--- src/rtl/soc_mem_arbiter.sv ---
// soc_mem_arbiter: shares the single-port SoC memory between CPU fetch (port 0),
// CPU data (port 1) and VPU (port 2). Round-robin grant, optional VPU lock with a
// bounded burst length, fixed one-cycle response routed back to the granted port.
// Build option: define SOC_ARB_PERF_EN to build the grant/conflict counters;
// without it perf_cnt_o is tied to zero.
module soc_mem_arbiter #(
  parameter int unsigned ADDR_W    = 32,
  parameter int unsigned DATA_W    = 32,
  parameter logic [31:0] MEM_BYTES = 32'h2000,
  parameter int unsigned MAX_LOCK  = 16
) (
  input  logic                    clk_i,
  input  logic                    rst_ni,
  input  logic [2:0]              m_req_i,
  input  logic [2:0]              m_we_i,
  input  logic [3*ADDR_W-1:0]     m_addr_i,
  input  logic [3*DATA_W-1:0]     m_wdata_i,
  input  logic [3*(DATA_W/8)-1:0] m_be_i,
  input  logic                    vpu_lock_i,
  output logic [2:0]              m_gnt_o,
  output logic [2:0]              m_rvalid_o,
  output logic [DATA_W-1:0]       m_rdata_o,
  output logic                    m_err_o,
  output logic                    mem_req_o,
  output logic                    mem_we_o,
  output logic [ADDR_W-1:0]       mem_addr_o,
  output logic [DATA_W-1:0]       mem_wdata_o,
  output logic [DATA_W/8-1:0]     mem_be_o,
  input  logic [DATA_W-1:0]       mem_rdata_i,
  output logic [4*32-1:0]         perf_cnt_o
);

  localparam int unsigned BE_W = DATA_W / 8;
  localparam int unsigned LCW  = $clog2(MAX_LOCK + 1);
  localparam logic [ADDR_W-1:0] MEM_LIMIT = ADDR_W'(MEM_BYTES);

  typedef enum logic [1:0] {ARB = 2'd0, LOCK = 2'd1, BACKOFF = 2'd2} state_t;

  state_t         state_q, state_d;
  logic [1:0]     rr_ptr_q, rr_ptr_d;
  logic [LCW-1:0] lock_cnt_q, lock_cnt_d;
  logic [2:0]     rvalid_q, rvalid_d;
  logic           err_q, err_d;
  logic           rd_q, rd_d;

  logic [ADDR_W-1:0] addr_p  [3];
  logic [DATA_W-1:0] wdata_p [3];
  logic [BE_W-1:0]   be_p    [3];

  logic [2:0] elig;
  logic [2:0] cand;
  logic [2:0] gnt;
  logic [1:0] win;
  logic       win_valid;
  logic       addr_err;

  for (genvar gi = 0; gi < 3; gi++) begin : g_unpack
    assign addr_p[gi]  = m_addr_i[gi*ADDR_W +: ADDR_W];
    assign wdata_p[gi] = m_wdata_i[gi*DATA_W +: DATA_W];
    assign be_p[gi]    = m_be_i[gi*BE_W +: BE_W];
  end

  // Pick the first eligible requester scanning upward from the round-robin pointer.
  always_comb begin
    elig = 3'b000;
    case (state_q)
      ARB:     elig = m_req_i;
      LOCK:    elig = m_req_i & 3'b100;
      BACKOFF: elig = m_req_i & 3'b011;
      default: elig = 3'b000;
    endcase
    if (!rst_ni) elig = 3'b000;
    win_valid = 1'b0;
    win       = 2'd0;
    cand      = 3'd0;
    // Walk from farthest to nearest so the nearest eligible port is kept.
    for (int k = 2; k >= 0; k--) begin
      cand = {1'b0, rr_ptr_q} + 3'(k);
      if (cand >= 3'd3) cand = cand - 3'd3;
      if (elig[cand[1:0]]) begin
        win_valid = 1'b1;
        win       = cand[1:0];
      end
    end
    gnt      = win_valid ? (3'b001 << win) : 3'b000;
    addr_err = win_valid && (addr_p[win] >= MEM_LIMIT);
  end

  assign m_gnt_o     = gnt;
  assign mem_req_o   = win_valid & ~addr_err;
  assign mem_we_o    = win_valid & m_we_i[win];
  assign mem_addr_o  = win_valid ? addr_p[win]  : '0;
  assign mem_wdata_o = win_valid ? wdata_p[win] : '0;
  assign mem_be_o    = win_valid ? be_p[win]    : '0;

  // Next-state for arbitration mode, round-robin pointer, lock burst length and response pipe.
  always_comb begin
    state_d    = state_q;
    rr_ptr_d   = rr_ptr_q;
    lock_cnt_d = lock_cnt_q;
    rvalid_d   = gnt;
    err_d      = addr_err;
    rd_d       = win_valid & ~m_we_i[win] & ~addr_err;
    case (state_q)
      ARB: begin
        if (win_valid) begin
          rr_ptr_d = (win == 2'd2) ? 2'd0 : win + 2'd1;
          if (win == 2'd2 && vpu_lock_i) begin
            lock_cnt_d = LCW'(1);
            state_d    = (lock_cnt_d == LCW'(MAX_LOCK)) ? BACKOFF : LOCK;
          end
        end
      end
      LOCK: begin
        if (win_valid) begin
          rr_ptr_d   = 2'd0;
          lock_cnt_d = lock_cnt_q + LCW'(1);
        end
        if (!vpu_lock_i) begin
          state_d    = ARB;
          lock_cnt_d = '0;
        end else if (win_valid && lock_cnt_d == LCW'(MAX_LOCK)) begin
          state_d = BACKOFF;
        end
      end
      BACKOFF: begin
        state_d    = ARB;
        lock_cnt_d = '0;
        rr_ptr_d   = 2'd0;
      end
      default: begin
        state_d    = ARB;
        lock_cnt_d = '0;
        rr_ptr_d   = 2'd0;
      end
    endcase
  end

  // State register; reset abandons any lock and drops the pending response.
  always_ff @(posedge clk_i) begin
    if (!rst_ni) begin
      state_q    <= ARB;
      rr_ptr_q   <= 2'd0;
      lock_cnt_q <= '0;
      rvalid_q   <= 3'b000;
      err_q      <= 1'b0;
      rd_q       <= 1'b0;
    end else begin
      state_q    <= state_d;
      rr_ptr_q   <= rr_ptr_d;
      lock_cnt_q <= lock_cnt_d;
      rvalid_q   <= rvalid_d;
      err_q      <= err_d;
      rd_q       <= rd_d;
    end
  end

  assign m_rvalid_o = rst_ni ? rvalid_q : 3'b000;
  assign m_err_o    = rst_ni & err_q;
  assign m_rdata_o  = (rst_ni && rd_q) ? mem_rdata_i : '0;

`ifdef SOC_ARB_PERF_EN
  logic [3:0][31:0] cnt_q, cnt_d;
  logic             conflict;

  assign conflict = (m_req_i[0] & m_req_i[1]) | (m_req_i[0] & m_req_i[2]) |
                    (m_req_i[1] & m_req_i[2]);

  // Free-running wrapping counters: one per port grant plus multi-request cycles.
  always_comb begin
    cnt_d    = cnt_q;
    cnt_d[0] = cnt_q[0] + {31'd0, gnt[0]};
    cnt_d[1] = cnt_q[1] + {31'd0, gnt[1]};
    cnt_d[2] = cnt_q[2] + {31'd0, gnt[2]};
    cnt_d[3] = cnt_q[3] + {31'd0, conflict};
  end

  // Counter register, cleared by reset.
  always_ff @(posedge clk_i) begin
    if (!rst_ni) cnt_q <= '0;
    else         cnt_q <= cnt_d;
  end

  assign perf_cnt_o = cnt_q;
`else
  assign perf_cnt_o = '0;
`endif

endmodule

--- config.mk ---
export PLATFORM = sky130hd
export DESIGN_NAME = soc_mem_arbiter
export DESIGN_NICKNAME = d
export VERILOG_FILES = /design/src/rtl/soc_mem_arbiter.sv
export SDC_FILE = /design/constraint.sdc
export NUM_CORES = 1
export LEC_CHECK = 0
export CAP_MARGIN = 20
export CELL_PAD_IN_SITES_DETAIL_PLACEMENT = 1
export CELL_PAD_IN_SITES_GLOBAL_PLACEMENT = 2
export CORE_ASPECT_RATIO = 1.1
export CORE_MARGIN = 2
export CORE_UTILIZATION = 10
export DETAILED_ROUTE_END_ITERATION = 6
export GPL_TIMING_DRIVEN = 0
export PLACE_DENSITY_LB_ADDON = 0.1
export SLEW_MARGIN = 10
export SYNTH_ARGS = -nofsm -noshare
export SYNTH_HDL_FRONTEND = slang
export SYNTH_SLANG_ARGS = --single-unit
--- constraint.sdc ---
create_clock -name clk_i -period 3.1 [get_ports clk_i]
set_input_delay 0.31 -clock clk_i [delete_from_list [all_inputs] [get_ports clk_i]]
set_output_delay 0.31 -clock clk_i [all_outputs]
set_load 0.01 [all_outputs]
==> impl.org <==
** STA
- Setup repair after global routing could not meet its margin everywhere.
- The worst pin sits at a relative slew slack of 56.00%.
- Setup violations remaining at the end of the flow were counted as 71.
- Ratio of final minimum period to clock period :: 110.8%
- Smallest setup slack after layout :: -0.3347 ns
- Pins Over Slew Limit :: 0
- Max frequency :: 0.2911 GHz
- The worst path in the final design needs a cycle of 3.435 ns, including I/O delays and setup.
- The final hold violation count is 0.
- Worst Max-Slew Pin Slew :: 0.6560 ns
- For the final database, setup skew stands at 0.003023 ns.

** Detailed routing
- The first routing iteration left 176 violations.
- Overall via count from detail_route :: 5429
- Summed over all layers, the routed wires come to 28160 µm.
- Dividing the detail-routed wire length by the instance count gives 18.96 µm.
- In the routed design, unresolved DRC markers number 0.
- The count of nets left with antenna violations once routing finished came out at 0.
- In the routed layout, each cell is associated on average with a via count of 3.656.
- Count of TritonRoute iterations in the first routing pass :: 6

** Logic synthesis
- Among all flip-flop cells after synthesis, the most frequent one is dfxtp_1.
- Averaged over all synthesized cells, the footprint is 7.127 µm².
- Yosys attributes the largest share of cell area to buf_4 (28%), a222oi_1 (14%), dfxtp_1 (8.0%).
- Counting flops with an async set or reset pin after synthesis yields a share of 0%.
- Yosys top cell area share :: 27.73%
- Number of standard cells after synthesis :: 490
- Post-synth EDFFs :: 0
- Distinct cell type count of the synthesized netlist :: 60
- Sequential elements use 8.026% of the synthesized area.
- For this run, the number of Yosys warnings is 0.
- Summed over all instances, the cell type with the most area after synthesis is buf_4.
- In this run the cell area of the synthesized design comes to 3492 µm².
- In this run, synthesis produced a sequential element count of 14.

** Clocking
- In this run the clock root is driven by a clkbuf_16.
- After clock tree synthesis, the clock-pin slew on the worst setup and hold paths is 0.05 ns.
- Clock Path Buffers :: 2
- Clock latency on the worst-skew pair, taken at its later pin, is 0.24 ns.
- CTS sink count :: 14
- Clock tree from TritonCTS :: yes
- In this run the number of H-tree levels came out at 1.
- The number of clock buffers added by TritonCTS is 3.

** Global route
- Largest net degree at the start of global routing :: 11
- The first global-routing pass estimated 36740 µm of wire.
- Number of antenna violations at the first check in global routing :: 7
- Overflow left after global routing :: 0
- In the global route stage, overall resource usage came out at 13.62%.
- The via count of the first global-routing pass was 5514.

** Pwr
- Dividing total power by cell area gives a power density of 789.1 nW/µm².
- Fraction of power spent switching nets :: 44.55%
- In this run the power spent charging and discharging nets is 3.246 mW.
- Sequential cells account for 3.6% of the total power.
- The worst-case IR drop observed on VDD is 0.2694 mV.
- For this design the static power due to leakage is 4.488 nW.
- The internal portion of the total power is 4.040 mW.
- The completed layout was analyzed and its total power is 7.286 mW.
- Of the total power, the clock network draws 3.7%.
- Relative contribution of combinational cells to total power :: 92.7%

** Placed design
- Hpwl dp :: 23250 µm
- Routability cong. :: 0.7541
- Port buffering added 353 buffers.
- Number of placed instances, taps included :: 1408

** Critical path
- FF-to-FF Start :: rr_ptr_q[0]$_SDFFE_PN0P_
- Maximum net fanout on the critical path :: 5
- Reg2Reg Capture Point :: rd_q$_SDFF_PN0_
- The critical path is of the flip-flop to primary output type.
- Worst reg2reg path depth :: 13
- STA classifies the critical path endpoint as a primary output.
- At the worst endpoint, the required time is 2.79 ns.
- Data arrival at the endpoint of the critical path :: 3.12 ns
- Worst Setup Start Kind :: flip-flop
- The setup check on the worst reg-to-reg path leaves a slack of -0.05 ns.

** Die
- The die covers 36430 µm².
- The floorplan has 71 rows.
- Core region area :: 34290 µm²
- In this run the count of I/O pins placed on the die edge is 482.
- The initial utilization of the core area, before any placement, comes to 10.18%.
- Die boundary height :: 200.0 µm
- Die width :: 182.2 µm

** Hold path
- Worst hold path cell count :: 2
- Min-Delay Endpoint :: rr_ptr_q[1]$_SDFFE_PN0P_
- In this run the most critical hold path is launched from rr_ptr_q[1]$_SDFFE_PN0P_.
- Worst min-delay path category :: flip-flop to flip-flop

** Layout
- In the layout the commonest cells are clkdlybuf4s50_1 (279), buf_4 (170), conb_1 (128).
- The final layout contains 1293 nets.
- In the final layout, the share of cells above drive strength 1 is 33.62%.
- The area growth from synthesis to layout is 164.4%.
- Finished Layout Cells :: 1485
- Utilization after layout :: 26.92%
- Most common cell after layout, fill and taps aside :: clkdlybuf4s50_1

** Run
- Maxcap violations :: 0

** Run status
- The flow ran to the end, but the final reports show violations.
- Violated checks :: setup timing
-- critical path: stages, from the launching register on --
cell and delay, ns:
dfxtp_4 0.38, inv_4 0.04, ha_4 0.22, buf_6 0.13, nand2b_4 0.15, a2bb2oi_4 0.15
buf_4 0.15, a221oi_4 0.36, o21ai_4 0.16, o221ai_1 0.39, and4_4 0.30, nand4_1 0.14
nor3_2 0.14, buf_4 0.16
-- cells by family (layout without fill, tap and decap cells) --
group,count (synthesis),after routing,share of synthesized area [%]
other,1,131,0.1074
xor gates and xnor gates,2,2,0.5017
adders and majority gates,3,3,1.075
and+or+nand+nor,130,131,22.14
muxes,2,2,0.9673
DFF,14,14,8.026
AOI/OAI and AO/OA,119,119,28.99
buffers and inverters,219,645,38.19
-- sequential cells by signal, indices dropped and copies added (netlist names) --
register / cells
rr_ptr_q: 2
lock_cnt_q: 5
rd_q: 1
err_q: 1
state_q: 2
rvalid_q: 3
-- power by group through the flow --
stage	sequential [mW]	clock (mW)	combinational, mW
after floorplan	0.239	0	2.32
after global placement	0.246	0	4.96
after detailed placement	0.246	0	4.89
after CTS	0.253	0.280	5.62
after global routing	0.267	0.287	7.27
final	0.262	0.271	6.75
-- routing by layer --
layer	global-route usage, %	vias to the layer above	part of all wire [%]
met5	0	-	0.20
met4	1.673	8	1.0
met3	5.062	20	9.0
met2	27.99	233	57
met1	13.15	2543	32
li1	-	2625	-
-- worst max path at each step --
stage | from | slack, ns | end | cells after the start
6_report | rr_ptr_q[0]$_SDFFE_PN0P_ | -0.33 | mem_req_o | 13
2_1_floorplan | rr_ptr_q[0]$_SDFFE_PN0P_ | 0.02 | mem_req_o | 13
3_5_place_dp | rst_ni | -1.76 | mem_wdata_o[19] | 10
5_1_grt | rr_ptr_q[1]$_SDFFE_PN0P_ | -0.49 | mem_req_o | 13
4_1_cts | rr_ptr_q[1]$_SDFFE_PN0P_ | -0.34 | mem_req_o | 14
3_3_place_gp | rst_ni | -1.81 | mem_addr_o[10] | 10
-- cell usage after synthesis, types with 3 or more instances --
cell type and count:
inv_1 54, a221oi_1 7, nor2b_1 10, nand3_1 3, a21oi_1 16, o21ai_0 12
ha_1 3, buf_6 3, a22o_1 4, nor2_1 26, and3_1 33, clkbuf_1 25
dfxtp_1 14, nand2_1 12, buf_4 129, a31oi_1 8, nor3_1 4, and2_1 14
nand3b_1 4, buf_2 4, nand2b_1 8, a222oi_1 48
-- through the flow --
stage	instance area (µm²)	hold slack (ns)	setup TNS (ns)	setup slack, ns
after detailed placement	8050	0.4852	-112.56	-1.761
after global routing	9233	0.5875	-22.68	-0.4929
after global placement	8050	0.4813	-115.62	-1.807
after CTS	8701	0.5211	-8.462	-0.3392
final	9233	0.5409	-13.18	-0.3347
after floorplan	3969	0.4599	0	0.01861
-- final cells by class --
cell class | instances | area (µm²)
multi-input cells | 385 | 2619
repair buffers | 423 | 4060
well taps | 438 | 548.0
flip-flops and latches | 14 | 287.8
fillers | 4138 | 25060
clock buffers | 4 | 88.84
inverters | 56 | 227.7
diodes | 3 | 7.507
plain buffers | 162 | 1394
-- repair_timing --
item                                    in CTS  in global routing
endpoints found under the setup margin      82                 74
gates resized for setup                    351                109
hold buffers                                 0                  0
setup buffers                               30                 31
pin swaps                                   64                 32
cloned                                       2                  8
Note: power is estimated with default switching activity, not from simulation.
==> patch 1: new RTL, same settings <==
The 3 states of `state_t` get a one-hot encoding in 3 bits.
--- a/src/rtl/soc_mem_arbiter.sv
+++ b/src/rtl/soc_mem_arbiter.sv
@@ -35,5 +35,5 @@
   localparam logic [ADDR_W-1:0] MEM_LIMIT = ADDR_W'(MEM_BYTES);
 
-  typedef enum logic [1:0] {ARB = 2'd0, LOCK = 2'd1, BACKOFF = 2'd2} state_t;
+  typedef enum logic [2:0] {ARB = 3'b001, LOCK = 3'b010, BACKOFF = 3'b100} state_t;
 
   state_t         state_q, state_d;
Function: no difference found for any inputs over 4 cycles, from zero or initial values and one cycle with rst_ni low; so few cycles prove little.
==> patch 1 against the original RTL <==
Worst setup slack got worse by 21 ps. Synthesized area up 5.1%. The flow still finishes with violations (setup timing). Cell area up 6.0%. Sequential cell count increased by 1. Total power fell by 7.6%. Clock power decreased by 4%. Wire length fell by 0.33%. Worst hold slack got worse by 39 ps.
==> patch 1: results (changes against the original RTL) <==
Timing
  – Post-route setup slack: -356.0 ps (was -334.7 ps)
  – Clock Skew: 5.863 ps (was 3.023 ps)
  – Final setup violation count: 40 (was 71)
  – Setup TNS: -6246 ps (was -13180 ps)

Setup path
  – CP max stage delay: 520 ps (was 390 ps)
  – Worst Path Max Fanout: 7 (was 5)
  – CP max stage cell: or4_4 (was o221ai_1)

GRT
  – Initial antenna violation count: 3 (was 7)
  – First-pass GRT wire length: 39.51 mm (was 36.74 mm)
  – Met3 usage: 0.05636 (was 0.05062)
  – Met2 usage: 0.2740 (was 0.2799)

Cells and area
  – Layout clock area frac: 0.008435 (was 0.009622)
  – FILL cells: 4381 (was 4138)
  – Buffer share of cell area: 0.5597 (was 0.5907)

Place
  – Area after DPL: 0.008290 mm² (was 0.008050 mm²)
  – Dpl ws: -1633 ps (was -1761 ps)
  – Inst Count DP: 1515 (was 1408)

Logic synthesis
  – Netlist cell types: 52 (was 60)
  – XOR/XNOR share of the synthesized area: 0.01431 (was 0.005016)
  – Synth cell count leaders: buf_4 (129), inv_1 (54), a22oi_1 (49), and3_1 (49), o21ai_0 (45) (was buf_4 (129), inv_1 (54), a222oi_1 (48), and3_1 (33), nor2_1 (26))
  – Synth Area per Inst: 6.699 µm² (was 7.127 µm²)
  – Mux share of post-synthesis cell area: 0.008180 (was 0.009674)

Min path
  – Min-Delay Endpoint: lock_cnt_q[4] (was rr_ptr_q[1])

Status
  – Failing checks: setup timing (unchanged)
  – Outcome: finished, violations left (unchanged)

Drt
  – Met1 wire length: 9.592 mm (was 9.093 mm)
  – Vias per cell: 3.617 (was 3.656)

Power
  – Leakage: 4.698 nW (was 4.488 nW)
==> patch 1: changes by cell type in the layout (fill, tap and decap cells not counted), sizes merged, moves of 6 or more <==
cell,delta
nor2,-16
and3,+17
nand2,+7
o311ai,+13
o21ai,+31
nand4,+29
a222oi,-48
a31oi,-8
and2,-9
a22oi,+48
a221oi,-6
==> patch 1: worst max-delay path: cells and delay by family, from the launching register on <==
family / cells / cell delay (ps)
AO/OA/AOI/OAI: 2 / 510
adder cells (fa/ha/maj): 1 / 230
buffers and inverters: 5 / 510
flip-flops: 1 / 370
multiplexers: 1 / 270
AND/OR/NAND/NOR: 4 / 990
==> patch 1: what timing repair did <==
| action | in CTS | in global routing |
|---|---|---|
| gates resized for setup | 490 | 122 |
| pin swaps | 38 | 49 |
| endpoints found under the setup margin | 79 | 71 |
| gates cloned | 3 | 1 |
| setup buffers | 45 | 28 |
==> patch 1: where the power goes <==
group          total (mW)  internal (mW)  switching (mW)
combinational        6.16           3.19            2.97
clock               0.259          0.174          0.0853
sequential          0.312          0.255          0.0567
==> patch 2: new RTL, same settings <==
Made on the original files. Set the parameter `ADDR_W` to 64 (it was 32).
--- a/src/rtl/soc_mem_arbiter.sv
+++ b/src/rtl/soc_mem_arbiter.sv
@@ -5,5 +5,5 @@
 // without it perf_cnt_o is tied to zero.
 module soc_mem_arbiter #(
-  parameter int unsigned ADDR_W    = 32,
+  parameter int unsigned ADDR_W    = 64,
   parameter int unsigned DATA_W    = 32,
   parameter logic [31:0] MEM_BYTES = 32'h2000,
Ports: changed (resized m_addr_i and mem_addr_o); port bits go from 482 to 610. The function was not compared with the original's and may differ.
==> patch 2 against the original RTL <==
The flow still finishes with violations (setup timing). Synthesized area rose by 23%. Clock skew fell by 1.5 ps. First-iteration DRC count rose by 140%. Sequential cell count did not move. Worst setup slack improved by 110 ps. Critical path depth fell by 1. Total power rose by 1.1%. Wire length rose by 53%. Combinational power rose by 1%. Worst hold slack got worse by 46 ps. Core utilization barely moved. Register-to-register slack improved by 110 ps. Cell area rose by 23%. Critical endpoint unchanged. Largest cell class unchanged. Highest routed layer unchanged.
==> patch 2: results (changes against the original RTL) <==
Status
  – Outcome: finished, violations left (unchanged)
  – Failing checks: setup timing (unchanged)

Cells and area
  – Final Instance Count excl. Fillers: 1889 (was 1485)
  – FILL cells: 5180 (was 4138)
  – Layout cell share with drive strength beyond 1: 0.3149 (was 0.3362)
  – Post-layout nets: 1666 (was 1293)

Setup path
  – Crit path launch: rr_ptr_q[1] (was rr_ptr_q[0])
  – R2R Setup Slk: 60 ps (was -50 ps)
  – Reg2reg path depth: 14 (was 13)
  – CP max stage cell: dfxtp_2 (was o221ai_1)
  – Data arrival time of the worst path: 3020 ps (was 3120 ps)

Logic synthesis
  – Post-synthesis sequential area ratio: 0.06531 (was 0.08026)
  – Synth Area in Compound Gates: 0.3595 (was 0.2899)
  – Netlist cell types: 61 (was 60)
  – Adder-Cell Fraction of Synth Area: 0.01108 (was 0.01075)
  – Synth Instances: 658 (was 490)
  – Synth cell count leaders: buf_4 (129), nand2_1 (68), a21oi_1 (62), a22oi_1 (59), inv_1 (42) (was buf_4 (129), inv_1 (54), a222oi_1 (48), and3_1 (33), nor2_1 (26))
  – Top cells by area, synth: buf_4 (23%), a22oi_1 (10%), a21oi_1 (7.2%) (was buf_4 (28%), a222oi_1 (14%), dfxtp_1 (8.0%))
  – Mux share of post-synthesis cell area: 0.005539 (was 0.009674)
  – XOR/XNOR share of the synthesized area: 0.002041 (was 0.005016)

Place
  – Area after DPL: 0.01029 mm² (was 0.008050 mm²)
  – Inst Count DP: 1833 (was 1408)
  – Detailed Place HPWL: 36.74 mm (was 23.25 mm)
  – Dpl ws: -2032 ps (was -1761 ps)
  – Port bufs: 481 (was 353)

Power
  – Leakage: 5.152 nW (was 4.488 nW)
  – Peak VDD IR: 0.0002038 V (was 0.0002694 V)

GRT
  – First-pass GRT wire length: 58.57 mm (was 36.74 mm)
  – Vias in the first global route: 7912 (was 5514)
  – Initial antenna violation count: 4 (was 7)
  – Total track usage: 0.1787 (was 0.1362)

Timing
  – Worst-Margin Slew: 674.4 ps (was 656.0 ps)
  – Fin Hold WS: 494.6 ps (was 540.9 ps)
  – Final setup violation count: 92 (was 71)
  – Clock Skew: 1.505 ps (was 3.023 ps)
  – Post-route setup slack: -226.5 ps (was -334.7 ps)

Drt
  – Vias: 7424 (was 5429)
  – WL/cell: 22.75 µm (was 18.96 µm)
  – DRT iter0 DRCs: 415 (was 176)

Clock tree
  – Post-CTS resize count: 484 (was 351)
  – Post-CTS Setup Repair Bufs: 23 (was 30)
-- patch 2: cell count changes in the layout (fill, tap and decap cells not counted), sizes merged, moves of 10 or more --
cell and delta:
clkdlybuf4s50 +96, a22oi +58, nand2 +54, a21oi +45, nor4 +29, a222oi -17
buf +13, clkbuf +13, inv -12, and2 -10
-- patch 2: metal layers --
layer / track usage / wire (µm) / vias to the layer above
li1: - / - / 3550
met1: 0.1956 / 16360 / 3543
met2: 0.3526 / 23360 / 310
met3: 0.04492 / 2877 / 17
met4: 0.01731 / 343 / 4
met5: 0 / 27 / -
-- patch 2: cell type report --
cell class / instances / share of cell area
clock buffers: 4 / 0.007806
diodes: 1 / 0.0002199
multi-input cells: 546 / 0.3129
plain buffers: 180 / 0.1395
repair buffers: 533 / 0.4367
flip-flops and latches: 14 / 0.02507
inverters: 44 / 0.01539
well taps: 567 / 0.06234
-- patch 2: report_power, final --
part,switching [mW],internal (mW),leakage [nW]
clock network,0.0914,0.196,0.0442
logic,3.55,3.27,4.99
registers,0.0269,0.224,0.115
